File: src/rtl/cam_sccb_config_if.sv
// Camera SCCB configuration bus: register-table lookup, SCCB pins and status.
// master = sequencer side, slave = table/pin side.
interface cam_sccb_config_if #(
    parameter int IDX_W = 8
);
    logic             START;
    logic [IDX_W-1:0] TBL_IDX;
    logic [15:0]      TBL_DATA;
    logic             SCL;
    logic             SDA_OE;
    logic             SDA_IN;
    logic             BUSY;
    logic             DONE;
    logic             ERR;

    modport master (
        input  START, TBL_DATA, SDA_IN,
        output TBL_IDX, SCL, SDA_OE, BUSY, DONE, ERR
    );

    modport slave (
        output START, TBL_DATA, SDA_IN,
        input  TBL_IDX, SCL, SDA_OE, BUSY, DONE, ERR
    );
endinterface

File: src/rtl/cam_sccb_config.sv
// Power-up SCCB sequencer: walks a register table and writes each entry as ID/sub-address/data.
// Optional NACK detection is enabled by defining SCCB_ACK_CHECK_EN.
module cam_sccb_config #(
    parameter int         CLK_DIV     = 125,
    parameter logic [7:0] DEV_ID      = 8'h42,
    parameter int         DELAY_TICKS = 500000,
    parameter int         IDX_W       = 8
) (
    input  logic               CLK,
    input  logic               RST,
    cam_sccb_config_if.master  bus
);
    localparam int QW = (CLK_DIV > 1) ? $clog2(CLK_DIV) : 1;

    typedef enum logic [2:0] {
        S_IDLE, S_FETCH, S_START, S_BYTE, S_STOP, S_GAP, S_DELAY, S_FIN
    } state_t;

    state_t           state_q, state_d;
    logic [QW-1:0]    qcnt_q, qcnt_d;
    logic [1:0]       ph_q, ph_d;
    logic [3:0]       bit_q, bit_d;
    logic [1:0]       byte_q, byte_d;
    logic [15:0]      data_q, data_d;
    logic [19:0]      dcnt_q, dcnt_d;
    logic [IDX_W-1:0] idx_q, idx_d;
    logic             scl_q, scl_d;
    logic             oe_q, oe_d;
    logic             busy_q, busy_d;
    logic             done_q, done_d;
    logic             err_q, err_d;
    logic             tick;
    logic             nack;

`ifdef SCCB_ACK_CHECK_EN
    assign nack    = bus.SDA_IN;
    assign bus.ERR = err_q;
`else
    assign nack    = 1'b0;
    assign bus.ERR = 1'b0;
`endif

    assign tick = (qcnt_q == QW'(CLK_DIV - 1));

    function automatic logic [7:0] byte_val(input logic [1:0] sel, input logic [15:0] data);
        case (sel)
            2'd0:    return DEV_ID;
            2'd1:    return data[15:8];
            default: return data[7:0];
        endcase
    endfunction

    // SDA_OE for a bit: pull low to send 0; the ninth bit is always released for the ACK slot
    function automatic logic pull_for(input logic [7:0] b, input logic [3:0] n);
        if (n >= 4'd8) return 1'b0;
        return ~b[3'd7 - n[2:0]];
    endfunction

    always_comb begin
        state_d = state_q;
        qcnt_d  = tick ? '0 : qcnt_q + 1'b1;
        ph_d    = ph_q;
        bit_d   = bit_q;
        byte_d  = byte_q;
        data_d  = data_q;
        dcnt_d  = dcnt_q;
        idx_d   = idx_q;
        scl_d   = scl_q;
        oe_d    = oe_q;
        busy_d  = busy_q;
        done_d  = done_q;
        err_d   = err_q;

        case (state_q)
            S_IDLE: begin
                qcnt_d = '0;
                scl_d  = 1'b1;
                oe_d   = 1'b0;
                if (bus.START) begin
                    busy_d  = 1'b1;
                    done_d  = 1'b0;
                    err_d   = 1'b0;
                    idx_d   = '0;
                    state_d = S_FETCH;
                end
            end

            S_FETCH: begin
                qcnt_d = '0;
                data_d = bus.TBL_DATA;
                ph_d   = '0;
                bit_d  = '0;
                byte_d = '0;
                dcnt_d = '0;
                if (bus.TBL_DATA == 16'hFFFF) begin
                    state_d = S_FIN;
                end else if (bus.TBL_DATA == 16'hFFF0) begin
                    state_d = S_DELAY;
                end else begin
                    state_d = S_START;
                    scl_d   = 1'b1;
                    oe_d    = 1'b1;
                end
            end

            S_START: begin
                if (tick) begin
                    if (ph_q == 2'd0) begin
                        ph_d  = 2'd1;
                        scl_d = 1'b0;
                    end else begin
                        state_d = S_BYTE;
                        ph_d    = '0;
                        bit_d   = '0;
                        byte_d  = '0;
                        oe_d    = pull_for(DEV_ID, 4'd0);
                    end
                end
            end

            // Each bit: q0 set SDA with SCL low, q1/q2 SCL high, q3 SCL low
            S_BYTE: begin
                if (tick) begin
                    case (ph_q)
                        2'd0: begin
                            ph_d  = 2'd1;
                            scl_d = 1'b1;
                        end
                        2'd1: ph_d = 2'd2;
                        2'd2: begin
                            ph_d  = 2'd3;
                            scl_d = 1'b0;
                            if (bit_q == 4'd8 && nack) err_d = 1'b1;
                        end
                        default: begin
                            ph_d = 2'd0;
                            if (bit_q != 4'd8) begin
                                bit_d = bit_q + 4'd1;
                                oe_d  = pull_for(byte_val(byte_q, data_q), bit_q + 4'd1);
                            end else if (err_q || byte_q == 2'd2) begin
                                state_d = S_STOP;
                                oe_d    = 1'b1;
                                scl_d   = 1'b0;
                            end else begin
                                byte_d = byte_q + 2'd1;
                                bit_d  = '0;
                                oe_d   = pull_for(byte_val(byte_q + 2'd1, data_q), 4'd0);
                            end
                        end
                    endcase
                end
            end

            S_STOP: begin
                if (tick) begin
                    if (ph_q == 2'd0) begin
                        ph_d  = 2'd1;
                        scl_d = 1'b1;
                    end else if (ph_q == 2'd1) begin
                        ph_d = 2'd2;
                        oe_d = 1'b0;
                    end else if (err_q) begin
                        state_d = S_IDLE;
                        busy_d  = 1'b0;
                        done_d  = 1'b0;
                    end else begin
                        state_d = S_GAP;
                        ph_d    = '0;
                    end
                end
            end

            // The last table slot ends the sequence rather than wrapping back to entry 0
            S_GAP: begin
                if (tick) begin
                    if (ph_q != 2'd3) begin
                        ph_d = ph_q + 2'd1;
                    end else if (idx_q == {IDX_W{1'b1}}) begin
                        state_d = S_FIN;
                    end else begin
                        idx_d   = idx_q + 1'b1;
                        state_d = S_FETCH;
                    end
                end
            end

            S_DELAY: begin
                qcnt_d = '0;
                if (dcnt_q == 20'(DELAY_TICKS - 1)) begin
                    if (idx_q == {IDX_W{1'b1}}) begin
                        state_d = S_FIN;
                    end else begin
                        idx_d   = idx_q + 1'b1;
                        state_d = S_FETCH;
                    end
                end else begin
                    dcnt_d = dcnt_q + 20'd1;
                end
            end

            S_FIN: begin
                busy_d  = 1'b0;
                done_d  = 1'b1;
                state_d = S_IDLE;
            end

            default: state_d = S_IDLE;
        endcase
    end

    always_ff @(posedge CLK) begin
        if (RST) begin
            state_q <= S_IDLE;
            qcnt_q  <= '0;
            ph_q    <= '0;
            bit_q   <= '0;
            byte_q  <= '0;
            data_q  <= '0;
            dcnt_q  <= '0;
            idx_q   <= '0;
            scl_q   <= 1'b1;
            oe_q    <= 1'b0;
            busy_q  <= 1'b0;
            done_q  <= 1'b0;
            err_q   <= 1'b0;
        end else begin
            state_q <= state_d;
            qcnt_q  <= qcnt_d;
            ph_q    <= ph_d;
            bit_q   <= bit_d;
            byte_q  <= byte_d;
            data_q  <= data_d;
            dcnt_q  <= dcnt_d;
            idx_q   <= idx_d;
            scl_q   <= scl_d;
            oe_q    <= oe_d;
            busy_q  <= busy_d;
            done_q  <= done_d;
            err_q   <= err_d;
        end
    end

    assign bus.TBL_IDX = idx_q;
    assign bus.SCL     = scl_q;
    assign bus.SDA_OE  = oe_q;
    assign bus.BUSY    = busy_q;
    assign bus.DONE    = done_q;
endmodule

File: src/flat_wrapper.sv
// flat-port wrapper written by rule: the top's interface ports become plain ports
module cam_sccb_config_flat 
#(
    parameter int         CLK_DIV     = 125,
    parameter logic [7:0] DEV_ID      = 8'h42,
    parameter int         DELAY_TICKS = 500000,
    parameter int         IDX_W       = 8
)
  (CLK, RST, bus_START, bus_TBL_DATA, bus_SDA_IN, bus_TBL_IDX, bus_SCL, bus_SDA_OE, bus_BUSY, bus_DONE, bus_ERR);
  cam_sccb_config_if #(.IDX_W(IDX_W)) bus_i ();
  input  logic CLK;
  input  logic RST;
  input wire logic [$bits(bus_i.START)-1:0] bus_START;
  input wire logic [$bits(bus_i.TBL_DATA)-1:0] bus_TBL_DATA;
  input wire logic [$bits(bus_i.SDA_IN)-1:0] bus_SDA_IN;
  output wire logic [$bits(bus_i.TBL_IDX)-1:0] bus_TBL_IDX;
  output wire logic [$bits(bus_i.SCL)-1:0] bus_SCL;
  output wire logic [$bits(bus_i.SDA_OE)-1:0] bus_SDA_OE;
  output wire logic [$bits(bus_i.BUSY)-1:0] bus_BUSY;
  output wire logic [$bits(bus_i.DONE)-1:0] bus_DONE;
  output wire logic [$bits(bus_i.ERR)-1:0] bus_ERR;
  assign bus_i.START = bus_START;
  assign bus_i.TBL_DATA = bus_TBL_DATA;
  assign bus_i.SDA_IN = bus_SDA_IN;
  assign bus_TBL_IDX = bus_i.TBL_IDX;
  assign bus_SCL = bus_i.SCL;
  assign bus_SDA_OE = bus_i.SDA_OE;
  assign bus_BUSY = bus_i.BUSY;
  assign bus_DONE = bus_i.DONE;
  assign bus_ERR = bus_i.ERR;
  cam_sccb_config #(.CLK_DIV(CLK_DIV), .DEV_ID(DEV_ID), .DELAY_TICKS(DELAY_TICKS), .IDX_W(IDX_W)) u_core (.CLK(CLK), .RST(RST), .bus(bus_i));
endmodule
File: config.mk
export PLATFORM = sky130hd
export DESIGN_NAME = cam_sccb_config_flat
export DESIGN_NICKNAME = d
export VERILOG_FILES = /design/src/rtl/cam_sccb_config_if.sv /design/src/rtl/cam_sccb_config.sv /design/src/flat_wrapper.sv
export SDC_FILE = /design/constraint.sdc
export NUM_CORES = 1
export LEC_CHECK = 0
export BUFFER_PORTS_ARGS = -buffer_cell sky130_fd_sc_hd__buf_2
export CORE_ASPECT_RATIO = 0.75
export CORE_MARGIN = 5
export CORE_UTILIZATION = 54
export CTS_BUF_LIST = sky130_fd_sc_hd__clkbuf_8 sky130_fd_sc_hd__clkbuf_16
export DETAILED_ROUTE_END_ITERATION = 8
export PLACE_DENSITY_LB_ADDON = 0.15
export SLEW_MARGIN = 20
export SYNTH_ARGS = -nofsm -noshare
export SYNTH_HDL_FRONTEND = slang
export SYNTH_SLANG_ARGS = --single-unit
File: constraint.sdc
create_clock -name CLK -period 2.14 [get_ports CLK]
set_clock_uncertainty 0.2 [all_clocks]
set_input_delay 0.428 -clock CLK [delete_from_list [all_inputs] [get_ports CLK]]
set_output_delay 0.428 -clock CLK [all_outputs]
set_load 0.1 [all_outputs]
==> results of run 1 <==
## placed cells by master, fill, tap and decap left out, types with 5 or more instances in the layout
cell,synthesis,layout
sky130_fd_sc_hd__inv_1,21,16
sky130_fd_sc_hd__nor3b_1,8,7
sky130_fd_sc_hd__nand3_1,23,22
sky130_fd_sc_hd__a31oi_1,11,11
sky130_fd_sc_hd__nor2b_1,5,5
sky130_fd_sc_hd__nor2_1,57,51
sky130_fd_sc_hd__a211oi_1,8,6
sky130_fd_sc_hd__dfxtp_4,0,5
sky130_fd_sc_hd__nand4_1,10,10
sky130_fd_sc_hd__dfxtp_2,0,15
sky130_fd_sc_hd__ha_1,14,6
sky130_fd_sc_hd__buf_4,1,79
sky130_fd_sc_hd__nand2_1,57,54
sky130_fd_sc_hd__clkbuf_8,0,10
sky130_fd_sc_hd__xor2_1,9,8
sky130_fd_sc_hd__o21ai_0,19,16
sky130_fd_sc_hd__buf_2,3,31
sky130_fd_sc_hd__nor4_1,7,5
sky130_fd_sc_hd__a21oi_1,39,36
sky130_fd_sc_hd__nor3_1,9,6
sky130_fd_sc_hd__xnor2_1,15,15
sky130_fd_sc_hd__dfxtp_1,66,46
sky130_fd_sc_hd__ha_2,0,5
## what timing repair did
action	CTS	global route
gates cloned	0	1
endpoints found under the setup margin	21	32
buffers inserted	4	6
resized for setup	22	75
pin swaps	9	35
## cell usage after synthesis, types with 2 or more instances
master                      count  area (sq um)
sky130_fd_sc_hd__o21ai_1        2          10.0
sky130_fd_sc_hd__a31o_2         2          17.5
sky130_fd_sc_hd__nor3b_1        8          60.1
sky130_fd_sc_hd__a311oi_1       2          17.5
sky130_fd_sc_hd__a21oi_1       39           195
sky130_fd_sc_hd__o22ai_1        2          12.5
sky130_fd_sc_hd__nand4_1       10          62.6
sky130_fd_sc_hd__dfxtp_1       66          1320
sky130_fd_sc_hd__a2111oi_0      6          52.6
sky130_fd_sc_hd__nand3b_1       3          22.5
sky130_fd_sc_hd__or3_1          2          12.5
sky130_fd_sc_hd__inv_1         21          78.8
sky130_fd_sc_hd__ha_1          14           175
sky130_fd_sc_hd__o21a_1         3          22.5
sky130_fd_sc_hd__nor3_1         9          45.0
sky130_fd_sc_hd__and3_1         4          25.0
sky130_fd_sc_hd__mux2_2         2          22.5
sky130_fd_sc_hd__o221ai_1       2          17.5
sky130_fd_sc_hd__and4_1         2          17.5
sky130_fd_sc_hd__or4_1          6          45.0
sky130_fd_sc_hd__buf_2          3          15.0
sky130_fd_sc_hd__clkbuf_1      16          60.1
sky130_fd_sc_hd__a211oi_1       8          60.1
sky130_fd_sc_hd__nor2b_1        5          31.3
sky130_fd_sc_hd__nor2_1        57           214
sky130_fd_sc_hd__xor2_1         9          78.8
sky130_fd_sc_hd__o2111ai_1      4          35.0
sky130_fd_sc_hd__o21ai_0       19          95.1
sky130_fd_sc_hd__nor4_1         7          43.8
sky130_fd_sc_hd__mux2i_1        2          20.0
sky130_fd_sc_hd__nand2_1       57           214
sky130_fd_sc_hd__o41ai_1        2          17.5
sky130_fd_sc_hd__nand2b_1       2          12.5
sky130_fd_sc_hd__a221oi_1       2          17.5
sky130_fd_sc_hd__xnor2_1       15           131
sky130_fd_sc_hd__a31oi_1       11          68.8
sky130_fd_sc_hd__and2_1         3          18.8
sky130_fd_sc_hd__nand3_1       23           115
## per-stage QoR
| stage | hold WS (ns) | setup WS [ns] | TNS (ns) |
|---|---|---|---|
| floorplan | 0.232 | 0.00115 | 0 |
| global placement | 0.243 | -0.0285 | -0.0966 |
| detailed placement | 0.247 | -0.0666 | -0.328 |
| CTS | 0.104 | -0.0200 | -0.0268 |
| global route | 0.113 | -0.126 | -1.19 |
| finish | 0.112 | -0.0488 | -0.114 |
## kinds of logic (layout without fill, tap and decap cells)
group | count (synthesis) | in the layout
compound gates | 113 | 113
buf+inv | 44 | 150
simple gates | 206 | 206
xor+xnor | 24 | 24
flops | 66 | 66
other cells | 1 | 1
mux | 4 | 4
fa+ha+maj | 14 | 14
## registers in the layout (all words and copies together) (netlist names), 2 cells and up
signal              cells
u_core.bit_q            4
u_core.byte_q           2
u_core.state_q          3
u_core.ph_q             2
u_core.data_q          16
u_core.bus.TBL_IDX      8
u_core.dcnt_q          20
u_core.qcnt_q           7
## critical path, delay by kind of cell (launching register included)
| family | cells | cell delay [ns] |
|---|---|---|
| simple gates | 5 | 1.25 |
| compound gates | 1 | 0.15 |
| flops | 1 | 0.33 |
| buf+inv | 1 | 0.16 |
## report_power, final
part / switching, mW / internal [mW]
Sequential: 0.111 / 1.38
Combinational: 1.44 / 0.947
Clock: 0.516 / 0.571
## layer usage
metal	vias up	GRT usage
li1	1898	-
met1	1843	0.322
met2	137	0.375
met3	17	0.0511
met4	0	0.0839
met5	-	0
## layout make-up
cell class	instances	area, sq um	share of cell area
clock inverters	6	66.3	0.0131
repair buffers	113	782	0.154
inverters	21	83.8	0.0165
well taps	84	105	0.0207
multi-input cells	362	2540	0.501
clock buffers	10	138	0.0271
flip-flops and latches	66	1360	0.268
## path summary, 6_finish.rpt
kind                                         endpoint
worst max-delay path            u_core.bus.TBL_IDX[3]
worst min-delay path                 u_core.data_q[6]
worst max register to register  u_core.bus.TBL_IDX[3]
worst min register to register       u_core.data_q[9]
==> run_summary.xml, run 1 <==
<?xml version="1.0" encoding="UTF-8"?>
<metrics>
  <group name="worst_hold_path">
    <metric name="holdCritPathClass" unit="">in -&gt; reg</metric>
    <metric name="number_of_instances_on_the_worst_hold_path" unit="">3</metric>
    <metric name="min_from" unit="">bus_TBL_DATA[6]</metric>
  </group>
  <group name="flow_run">
    <metric name="maxCapViolations" unit="">0</metric>
  </group>
  <group name="yosys">
    <metric name="synth_simple_gate_area_frac" unit="">0.279</metric>
    <metric name="synth_xor_xnor_area_share" unit="">0.0570</metric>
    <metric name="synth_seq_area_share" unit="">0.359</metric>
    <metric name="yosysWarnings" unit="">0</metric>
    <metric name="async_flop_share" unit="">0</metric>
    <metric name="ys_seq_elements" unit="">66</metric>
    <metric name="synth_edf_count" unit="">0</metric>
    <metric name="syn_area" unit="sq um">3680</metric>
    <metric name="synth_fa_ha_area_frac" unit="">0.0475</metric>
    <metric name="postSynthNetCount" unit="">506</metric>
    <metric name="synthesis.instances" unit="">472</metric>
    <metric name="synth_area_per_cell" unit="sq um">7.81</metric>
    <metric name="synth_cell_type_count" unit="">60</metric>
    <metric name="synth_compound_gate_area_share" unit="">0.196</metric>
    <metric name="dominantRegCellSynth" unit="">sky130_fd_sc_hd__dfxtp_1</metric>
    <metric name="synth.area.mux_share" unit="">0.0115</metric>
    <metric name="synth_top_family_by_area" unit="">simple AND/OR/NAND/NOR gates</metric>
  </group>
  <group name="timing">
    <metric name="slew_violations" unit="">0</metric>
    <metric name="worstMarginPinSlew" unit="ns">0.489</metric>
    <metric name="unrepaired_setup_endpoints_after_global_routing" unit="">true</metric>
    <metric name="max_freq" unit="GHz">0.457</metric>
    <metric name="final-hold-violation-count" unit="">0</metric>
    <metric name="layout_min_cycle_time" unit="ns">2.19</metric>
    <metric name="period_share" unit="">1.02</metric>
    <metric name="layout_setup_ws" unit="ns">-0.0488</metric>
    <metric name="final-setup-viol-count" unit="">6</metric>
    <metric name="slew_headroom" unit="">0.665</metric>
  </group>
  <group name="status">
    <metric name="status" unit="">finished with violations</metric>
    <metric name="failed_checks" unit="">setup timing</metric>
  </group>
  <group name="pwr">
    <metric name="p_per_area" unit="nW/um^2">977</metric>
    <metric name="power_leakage" unit="nW">1.85</metric>
    <metric name="vdd_ir_drop_max" unit="mV">0.565</metric>
    <metric name="total_power" unit="mW">4.96</metric>
  </group>
  <group name="critical_path">
    <metric name="critical_path_required" unit="ns">2.20</metric>
    <metric name="crit_type" unit="">reg -&gt; reg</metric>
    <metric name="timing.rr.start" unit="">u_core.dcnt_q[11]</metric>
    <metric name="critical_path_peak_fanout" unit="">5</metric>
    <metric name="worst_setup_path_startpoint" unit="">u_core.dcnt_q[11]</metric>
    <metric name="worst_endpoint_data_arrival_time" unit="ns">2.25</metric>
    <metric name="slowest_stage" unit="">sky130_fd_sc_hd__or4_1</metric>
    <metric name="crit_chain" unit="">nor4b_2 -&gt; nand4_1 -&gt; nor3_2 -&gt; nor2_1 -&gt; buf_4 -&gt; or4_1 -&gt; a31oi_1</metric>
    <metric name="critical_path.startpoint_type" unit="">flip-flop</metric>
    <metric name="crit_path_max_incr_delay" unit="ns">0.47</metric>
    <metric name="worstSetupEndpointType" unit="">flip-flop</metric>
    <metric name="timing.reg2reg.worst_path_depth" unit="">7</metric>
    <metric name="regToRegSetupSlack" unit="ns">-0.05</metric>
  </group>
  <group name="die">
    <metric name="die-width" unit="um">105</metric>
    <metric name="initial_utilization" unit="">0.547</metric>
    <metric name="die_y" unit="um">81.5</metric>
    <metric name="coreArea" unit="sq um">6730</metric>
    <metric name="io_pins" unit="">33</metric>
    <metric name="die-area" unit="sq um">8590</metric>
    <metric name="std_cell_rows" unit="">26</metric>
  </group>
  <group name="place">
    <metric name="number_of_placed_instances_taps_included" unit="">636</metric>
    <metric name="buffer_ports.inserted" unit="">30</metric>
    <metric name="dpl-instance-area" unit="sq um">4420</metric>
    <metric name="place_hpwl" unit="mm">7.01</metric>
    <metric name="finalWeightedCongestion" unit="">0.963</metric>
  </group>
  <group name="clock_network">
    <metric name="cts_tree" unit="">yes</metric>
    <metric name="tritoncts.num_buffers" unit="">9</metric>
    <metric name="clock_tree.buffer_depth" unit="">2</metric>
    <metric name="clk_root_buf" unit="">sky130_fd_sc_hd__clkbuf_8</metric>
    <metric name="cts-hold-fix-buffers" unit="">0</metric>
    <metric name="cts.htree.levels" unit="">3</metric>
    <metric name="clock_sink_count" unit="">66</metric>
    <metric name="clk_pin_slew_worst_paths" unit="ns">0.08</metric>
    <metric name="clock_insertion_delay_worst_skew" unit="ns">0.35</metric>
  </group>
  <group name="routing">
    <metric name="routed_via_density" unit="">5.88</metric>
    <metric name="wl_met1" unit="mm">4.77</metric>
    <metric name="highest_layer" unit="">met4</metric>
    <metric name="met3_length" unit="um">701</metric>
    <metric name="routed_wl" unit="mm">10.6</metric>
    <metric name="wl_per_cell" unit="um">16.0</metric>
    <metric name="routed-wl-met2" unit="mm">4.99</metric>
    <metric name="route.detailed.drc" unit="">0</metric>
    <metric name="via_count" unit="">3895</metric>
    <metric name="detail_route.iter0.violations" unit="">296</metric>
    <metric name="ant_nets" unit="">0</metric>
    <metric name="dr.pass1.iters" unit="">5</metric>
  </group>
  <group name="grt">
    <metric name="grt.overflow.total" unit="">0</metric>
    <metric name="global_routing_usage_summed_across_all_routing_layers" unit="">0.237</metric>
    <metric name="grt_start_max_net_pins" unit="">26</metric>
    <metric name="antenna_found_initial" unit="">0</metric>
    <metric name="global_route_wire_length_before_repair" unit="mm">16.4</metric>
    <metric name="vias_in_the_first_global_route" unit="">3544</metric>
  </group>
  <group name="finish">
    <metric name="areaGrowthSynthToFinish" unit="%">37.8</metric>
    <metric name="share_of_cells_above_drive_strength_1" unit="">0.375</metric>
    <metric name="final_net_count" unit="">607</metric>
    <metric name="layout.core_utilization" unit="">0.754</metric>
    <metric name="filler_cells_inserted" unit="">489</metric>
    <metric name="final_design_area_no_fill" unit="sq um">5080</metric>
    <metric name="finalNonFillerCells" unit="">662</metric>
    <metric name="antenna_cells" unit="">0</metric>
  </group>
</metrics>
No activity file was read; power rests on OpenSTA's default activity.
==> inputs of run 2 (changes only) <==
Settings changed: RECOVER_POWER from default to 25.
==> run 2 against run 1 <==
Against the previous run:
- the run still ends with setup timing left
- final area unchanged
- hold slack barely moved
- sequential share of layout area stayed put
- clock-buffer cell count did not move
- first-iteration DRC count decreased by 1.4%
==> run_summary.xml, run 2 (synthesis results as in run 1) <==
<?xml version="1.0" encoding="UTF-8"?>
<metrics>
  <group name="status">
    <metric name="status" unit="">finished with violations</metric>
    <metric name="failed_checks" unit="">setup timing</metric>
  </group>
  <group name="pwr">
    <metric name="share_clk_of_total_power" unit="">0.219</metric>
    <metric name="sw_frac_of_total" unit="">0.417</metric>
    <metric name="seqPwrFrac" unit="">0.300</metric>
    <metric name="total_power" unit="mW">4.96</metric>
    <metric name="comb_power_share" unit="">0.481</metric>
    <metric name="vdd_ir_drop_max" unit="mV">0.563</metric>
    <metric name="power_leakage" unit="nW">1.84</metric>
    <metric name="net-switching-power" unit="mW">2.07</metric>
    <metric name="intPower" unit="mW">2.89</metric>
    <metric name="p_per_area" unit="nW/um^2">977</metric>
  </group>
  <group name="timing">
    <metric name="final-hold-violation-count" unit="">0</metric>
    <metric name="worstMarginPinSlew" unit="ns">0.542</metric>
    <metric name="slew_violations" unit="">0</metric>
    <metric name="final-setup-viol-count" unit="">5</metric>
    <metric name="period_share" unit="">1.02</metric>
    <metric name="slew_headroom" unit="">0.640</metric>
    <metric name="layout_setup_ws" unit="ns">-0.0448</metric>
    <metric name="final.setup.tns" unit="ns">-0.105</metric>
    <metric name="layout_min_cycle_time" unit="ns">2.18</metric>
    <metric name="max_freq" unit="GHz">0.458</metric>
    <metric name="unrepaired_setup_endpoints_after_global_routing" unit="">true</metric>
    <metric name="worst_slack_on_hold_paths" unit="ns">0.113</metric>
  </group>
  <group name="grt">
    <metric name="global_routing_usage_summed_across_all_routing_layers" unit="">0.237</metric>
    <metric name="global_route_wire_length_before_repair" unit="mm">16.4</metric>
    <metric name="vias_in_the_first_global_route" unit="">3544</metric>
    <metric name="grt.overflow.total" unit="">0</metric>
    <metric name="antenna_found_initial" unit="">0</metric>
    <metric name="grt_start_max_net_pins" unit="">26</metric>
  </group>
  <group name="finish">
    <metric name="top_register" unit="">u_core.dcnt_q</metric>
    <metric name="mostFrequentLayoutCells" unit="">79 x sky130_fd_sc_hd__buf_4, 54 x sky130_fd_sc_hd__nand2_1, 51 x sky130_fd_sc_hd__nor2_1</metric>
    <metric name="share_of_cells_above_drive_strength_1" unit="">0.375</metric>
    <metric name="final_design_area_no_fill" unit="sq um">5080</metric>
    <metric name="filler_cells_inserted" unit="">489</metric>
    <metric name="areaGrowthSynthToFinish" unit="%">37.8</metric>
    <metric name="final_net_count" unit="">607</metric>
    <metric name="mostFrequentLayoutCell" unit="">sky130_fd_sc_hd__buf_4</metric>
    <metric name="antenna_cells" unit="">0</metric>
    <metric name="finalNonFillerCells" unit="">662</metric>
    <metric name="layout.core_utilization" unit="">0.754</metric>
    <metric name="largest_register_ff_count" unit="">20</metric>
  </group>
  <group name="critical_path">
    <metric name="critical_path.startpoint_type" unit="">flip-flop</metric>
    <metric name="critical_path_peak_fanout" unit="">5</metric>
    <metric name="worstSetupEndpointType" unit="">flip-flop</metric>
    <metric name="worst_endpoint_data_arrival_time" unit="ns">2.25</metric>
    <metric name="critical_path_required" unit="ns">2.21</metric>
    <metric name="crit_type" unit="">reg -&gt; reg</metric>
  </group>
  <group name="place">
    <metric name="pre_cts_slack" unit="ns">-0.0666</metric>
    <metric name="buffer_ports.inserted" unit="">30</metric>
    <metric name="dpl-instance-area" unit="sq um">4420</metric>
    <metric name="number_of_placed_instances_taps_included" unit="">636</metric>
    <metric name="finalWeightedCongestion" unit="">0.963</metric>
    <metric name="place_hpwl" unit="mm">7.01</metric>
  </group>
  <group name="routing">
    <metric name="routed_via_density" unit="">5.86</metric>
    <metric name="wl_per_cell" unit="um">16.1</metric>
    <metric name="route.detailed.drc" unit="">0</metric>
    <metric name="dr.pass1.iters" unit="">5</metric>
    <metric name="detail_route.iter0.violations" unit="">292</metric>
    <metric name="ant_nets" unit="">0</metric>
    <metric name="routed_wl" unit="mm">10.6</metric>
    <metric name="via_count" unit="">3881</metric>
  </group>
  <group name="clock_network">
    <metric name="tritoncts.num_buffers" unit="">9</metric>
    <metric name="clk_pin_slew_worst_paths" unit="ns">0.08</metric>
    <metric name="cts-hold-fix-buffers" unit="">0</metric>
    <metric name="cts.htree.levels" unit="">3</metric>
    <metric name="clock_tree.buffer_depth" unit="">2</metric>
    <metric name="clk_root_buf" unit="">sky130_fd_sc_hd__clkbuf_8</metric>
    <metric name="clock_insertion_delay_worst_skew" unit="ns">0.35</metric>
    <metric name="cts_tree" unit="">yes</metric>
    <metric name="clock_sink_count" unit="">66</metric>
  </group>
  <group name="die">
    <metric name="die-width" unit="um">105</metric>
    <metric name="die-area" unit="sq um">8590</metric>
    <metric name="std_cell_rows" unit="">26</metric>
    <metric name="io_pins" unit="">33</metric>
    <metric name="coreArea" unit="sq um">6730</metric>
    <metric name="die_y" unit="um">81.5</metric>
    <metric name="initial_utilization" unit="">0.547</metric>
  </group>
  <group name="flow_run">
    <metric name="maxCapViolations" unit="">0</metric>
  </group>
  <group name="worst_hold_path">
    <metric name="holdCritPathClass" unit="">in -&gt; reg</metric>
  </group>
</metrics>
## run 2: changes by cell type in the layout (fill, tap and decap cells not counted)
cell                       previous run  this run
sky130_fd_sc_hd__and2_0               0         1
sky130_fd_sc_hd__buf_2               31        21
sky130_fd_sc_hd__clkbuf_2             0        10
sky130_fd_sc_hd__and2_1               3         2
## run 2: layout make-up
class,instances,area [sq um],share of cell area
Clock buffer,10,138,0.0271
Multi-Input combinational cell,362,2540,0.501
Inverter,21,83.8,0.0165
Clock inverter,6,66.3,0.0131
Sequential cell,66,1360,0.268
Tap cell,84,105,0.0207
Timing Repair Buffer,113,782,0.154
## run 2: power by group through the flow
stage	clock network [mW]	logic, mW	registers (mW)
finish	1.09	2.39	1.49
floorplan	0	1.16	1.62
CTS	1.10	2.04	1.46
global route	1.15	2.58	1.50
detailed placement	0	1.95	1.49
global placement	0	1.93	1.49
## run 2: per-layer routing
| metal | global-route usage | up-vias | part of all wire |
|---|---|---|---|
| met2 | 0.375 | 127 | 0.47 |
| met4 | 0.0839 | 0 | 0.015 |
| met5 | 0 | - | 0 |
| met3 | 0.0511 | 17 | 0.065 |
| met1 | 0.322 | 1840 | 0.45 |
| li1 | - | 1897 | - |
## run 2: worst max-delay path, cell delays in order, from the launching register on
cell                      delay [ns]
sky130_fd_sc_hd__dfxtp_2        0.33
sky130_fd_sc_hd__nor4b_2        0.29
sky130_fd_sc_hd__nand4_1        0.18
sky130_fd_sc_hd__nor3_2         0.22
sky130_fd_sc_hd__nor2_1         0.09
sky130_fd_sc_hd__buf_4          0.16
sky130_fd_sc_hd__or4_1          0.47
sky130_fd_sc_hd__a31oi_1        0.15
## run 2: what timing repair did
item,in CTS,in global routing
endpoints found under the setup margin,21,32
cloned,0,1
pin swaps,9,35
gates resized for setup,22,75
buffers inserted,4,6
## run 2: path summary, 6_finish.rpt
kind                startpoint               endpoint  slack, ns  cells past startpoint
max          u_core.dcnt_q[11]  u_core.bus.TBL_IDX[3]      -0.04                      7
min            bus_TBL_DATA[6]       u_core.data_q[6]       0.11                      3
max reg2reg  u_core.dcnt_q[11]  u_core.bus.TBL_IDX[3]      -0.04                      7
min reg2reg   u_core.data_q[9]       u_core.data_q[9]       0.26                      2
==> inputs of run 3 (changes only) <==
Settings changed: CELL_PAD_IN_SITES_DETAIL_PLACEMENT from default to 0, CELL_PAD_IN_SITES_GLOBAL_PLACEMENT from default to 2, CORE_UTILIZATION 54 to 32.
==> run 3 against run 2 <==
Against the previous run:
- the run still ends with setup timing left
- final area up 4.9%
- final cell count up 11%
- sequential cell count unchanged
- hold slack better by 0.028 ns
- clock-buffer cell count down 1
- critical path depth up 1
- worst setup slack worse by 0.014 ns
- combinational power up 4%
- clock power up 36%
- die area up 60%
==> run_summary.xml, run 3 (synthesis results as in run 1) <==
<?xml version="1.0" encoding="UTF-8"?>
<metrics>
  <group name="routing">
    <metric name="routed-wl-met2" unit="mm">4.95</metric>
    <metric name="highest_layer" unit="">met4</metric>
    <metric name="routed_wl" unit="mm">11.5</metric>
    <metric name="ant_nets" unit="">0</metric>
    <metric name="routed_via_density" unit="">5.22</metric>
    <metric name="dr.pass1.iters" unit="">4</metric>
    <metric name="met3_length" unit="um">461</metric>
    <metric name="detail_route.iter0.violations" unit="">243</metric>
    <metric name="via_count" unit="">3835</metric>
    <metric name="wl_per_cell" unit="um">15.6</metric>
    <metric name="wl_met1" unit="mm">5.96</metric>
    <metric name="route.detailed.drc" unit="">0</metric>
  </group>
  <group name="flow_run">
    <metric name="maxCapViolations" unit="">0</metric>
  </group>
  <group name="critical_path">
    <metric name="timing.rr.start" unit="">u_core.dcnt_q[11]</metric>
    <metric name="worstSetupEndpoint" unit="">u_core.bus.TBL_IDX[5]</metric>
    <metric name="worst_setup_path_startpoint" unit="">u_core.dcnt_q[11]</metric>
    <metric name="crit_type" unit="">reg -&gt; reg</metric>
    <metric name="critical_path_peak_fanout" unit="">7</metric>
    <metric name="regToRegSetupSlack" unit="ns">-0.06</metric>
    <metric name="timing.reg2reg.worst_path_depth" unit="">8</metric>
    <metric name="worst_endpoint_data_arrival_time" unit="ns">2.25</metric>
    <metric name="critical_path.startpoint_type" unit="">flip-flop</metric>
    <metric name="worstSetupEndpointType" unit="">flip-flop</metric>
    <metric name="regToRegEndpoint" unit="">u_core.bus.TBL_IDX[5]</metric>
    <metric name="critical_path_required" unit="ns">2.19</metric>
  </group>
  <group name="die">
    <metric name="initial_utilization" unit="">0.322</metric>
    <metric name="die-area" unit="sq um">13800</metric>
    <metric name="io_pins" unit="">33</metric>
    <metric name="std_cell_rows" unit="">34</metric>
    <metric name="coreArea" unit="sq um">11400</metric>
    <metric name="die_y" unit="um">103</metric>
    <metric name="die-width" unit="um">134</metric>
  </group>
  <group name="place">
    <metric name="buffer_ports.inserted" unit="">30</metric>
    <metric name="finalWeightedCongestion" unit="">0.878</metric>
    <metric name="place_hpwl" unit="mm">8.16</metric>
    <metric name="number_of_placed_instances_taps_included" unit="">708</metric>
  </group>
  <group name="grt">
    <metric name="antenna_found_initial" unit="">0</metric>
    <metric name="grt_start_max_net_pins" unit="">22</metric>
    <metric name="vias_in_the_first_global_route" unit="">3642</metric>
    <metric name="global_routing_usage_summed_across_all_routing_layers" unit="">0.166</metric>
    <metric name="grt.overflow.total" unit="">0</metric>
    <metric name="global_route_wire_length_before_repair" unit="mm">18.3</metric>
  </group>
  <group name="pwr">
    <metric name="intPower" unit="mW">3.27</metric>
    <metric name="net-switching-power" unit="mW">2.17</metric>
    <metric name="sw_frac_of_total" unit="">0.398</metric>
    <metric name="power_leakage" unit="nW">1.97</metric>
    <metric name="comb_power_share" unit="">0.457</metric>
    <metric name="p_per_area" unit="nW/um^2">1020</metric>
    <metric name="seqPwrFrac" unit="">0.271</metric>
    <metric name="vdd_ir_drop_max" unit="mV">0.448</metric>
    <metric name="share_clk_of_total_power" unit="">0.272</metric>
    <metric name="total_power" unit="mW">5.44</metric>
  </group>
  <group name="finish">
    <metric name="top_register" unit="">u_core.dcnt_q</metric>
    <metric name="antenna_cells" unit="">0</metric>
    <metric name="final_net_count" unit="">621</metric>
    <metric name="mostFrequentLayoutCells" unit="">88 x sky130_fd_sc_hd__buf_4, 56 x sky130_fd_sc_hd__nand2_1, 55 x sky130_fd_sc_hd__dfxtp_1</metric>
    <metric name="finalNonFillerCells" unit="">735</metric>
    <metric name="layout.core_utilization" unit="">0.465</metric>
    <metric name="share_of_cells_above_drive_strength_1" unit="">0.357</metric>
    <metric name="areaGrowthSynthToFinish" unit="%">44.6</metric>
    <metric name="largest_register_ff_count" unit="">20</metric>
    <metric name="mostFrequentLayoutCell" unit="">sky130_fd_sc_hd__buf_4</metric>
  </group>
  <group name="clock_network">
    <metric name="clk_root_buf" unit="">sky130_fd_sc_hd__clkbuf_16</metric>
    <metric name="tritoncts.num_buffers" unit="">9</metric>
    <metric name="clk_pin_slew_worst_paths" unit="ns">0.06</metric>
    <metric name="clock_insertion_delay_worst_skew" unit="ns">0.33</metric>
    <metric name="cts.htree.levels" unit="">3</metric>
    <metric name="cts-hold-fix-buffers" unit="">0</metric>
    <metric name="clock_sink_count" unit="">66</metric>
    <metric name="clock_tree.buffer_depth" unit="">2</metric>
    <metric name="cts_tree" unit="">yes</metric>
  </group>
  <group name="timing">
    <metric name="period_share" unit="">1.03</metric>
    <metric name="unrepaired_setup_endpoints_after_global_routing" unit="">true</metric>
    <metric name="slew_headroom" unit="">0.634</metric>
    <metric name="final-setup-viol-count" unit="">4</metric>
    <metric name="worst_slack_on_hold_paths" unit="ns">0.141</metric>
    <metric name="max_freq" unit="GHz">0.455</metric>
    <metric name="final-hold-violation-count" unit="">0</metric>
    <metric name="layout_min_cycle_time" unit="ns">2.20</metric>
    <metric name="layout_setup_ws" unit="ns">-0.0586</metric>
    <metric name="slew_violations" unit="">0</metric>
    <metric name="worstMarginPinSlew" unit="ns">0.551</metric>
  </group>
  <group name="worst_hold_path">
    <metric name="min_from" unit="">bus_TBL_DATA[14]</metric>
    <metric name="holdCritPathClass" unit="">in -&gt; reg</metric>
  </group>
  <group name="status">
    <metric name="status" unit="">finished with violations</metric>
    <metric name="failed_checks" unit="">setup timing</metric>
  </group>
</metrics>
run 3: changes by cell type in the layout (fill, tap and decap cells not counted), moves of 4 or more:
cell	before	now
sky130_fd_sc_hd__buf_2	21	25
sky130_fd_sc_hd__ha_1	6	10
sky130_fd_sc_hd__buf_4	79	88
sky130_fd_sc_hd__clkbuf_16	0	9
sky130_fd_sc_hd__buf_6	3	7
sky130_fd_sc_hd__ha_2	5	1
sky130_fd_sc_hd__clkbuf_2	10	6
sky130_fd_sc_hd__dfxtp_2	15	8
sky130_fd_sc_hd__clkbuf_8	10	0
sky130_fd_sc_hd__dfxtp_1	46	55
run 3: layout make-up:
| class | count | area, sq um |
|---|---|---|
| clock buffers | 9 | 225 |
| well taps | 144 | 180 |
| repair buffers | 127 | 898 |
| flip-flops and latches | 66 | 1340 |
| multi-input cells | 362 | 2530 |
| fillers | 1158 | 6120 |
| clock inverters | 6 | 67.6 |
| inverters | 21 | 78.8 |
run 3: worst max-delay path, cell delays in order, from the launching register on:
cell                      delay, ns
sky130_fd_sc_hd__dfxtp_2       0.33
sky130_fd_sc_hd__nor4b_4       0.28
sky130_fd_sc_hd__nand4_1       0.22
sky130_fd_sc_hd__nor3_4        0.28
sky130_fd_sc_hd__nor2_4        0.11
sky130_fd_sc_hd__buf_6         0.14
sky130_fd_sc_hd__buf_6         0.10
sky130_fd_sc_hd__or3_1         0.29
sky130_fd_sc_hd__a31oi_1       0.16
run 3: per-layer routing:
| metal | global-route usage | vias to the layer above |
|---|---|---|
| met4 | 0.0356 | 0 |
| met2 | 0.252 | 71 |
| li1 | - | 1926 |
| met5 | 0 | - |
| met3 | 0.0400 | 7 |
| met1 | 0.241 | 1831 |
run 3: stage by stage:
step	instance area, sq um	setup TNS, ns	worst slack, ns
2_1_floorplan	3710	0	0.00115
3_3_place_gp	4580	-1.72	-0.176
3_5_place_dp	4580	-1.81	-0.177
4_1_cts	5000	-0.0697	-0.0508
5_1_grt	5330	-1.19	-0.126
6_report	5330	-0.0890	-0.0586
run 3: what timing repair did:
action | 4_1_cts | 5_1_grt
resized for setup | 24 | 54
pin swaps | 9 | 36
setup endpoints to repair | 19 | 39
buffers inserted | 2 | 10
run 3: worst min path at each step:
stage | depth (start not counted) | slack [ns] | end
2_1_floorplan | 2 | 0.23 | u_core.data_q[0]
3_3_place_gp | 2 | 0.24 | u_core.data_q[0]
3_5_place_dp | 2 | 0.25 | u_core.data_q[0]
4_1_cts | 3 | 0.13 | u_core.data_q[4]
5_1_grt | 3 | 0.14 | u_core.data_q[4]
6_report | 3 | 0.14 | u_core.data_q[14]
run 3: power by group through the flow:
stage	Clock (mW)	Sequential (mW)	Combinational, mW
2_1_floorplan	0	1.62	1.16
3_3_place_gp	0	1.49	2.11
3_5_place_dp	0	1.50	2.12
4_1_cts	1.53	1.47	2.21
5_1_grt	1.58	1.50	2.72
6_report	1.48	1.48	2.48
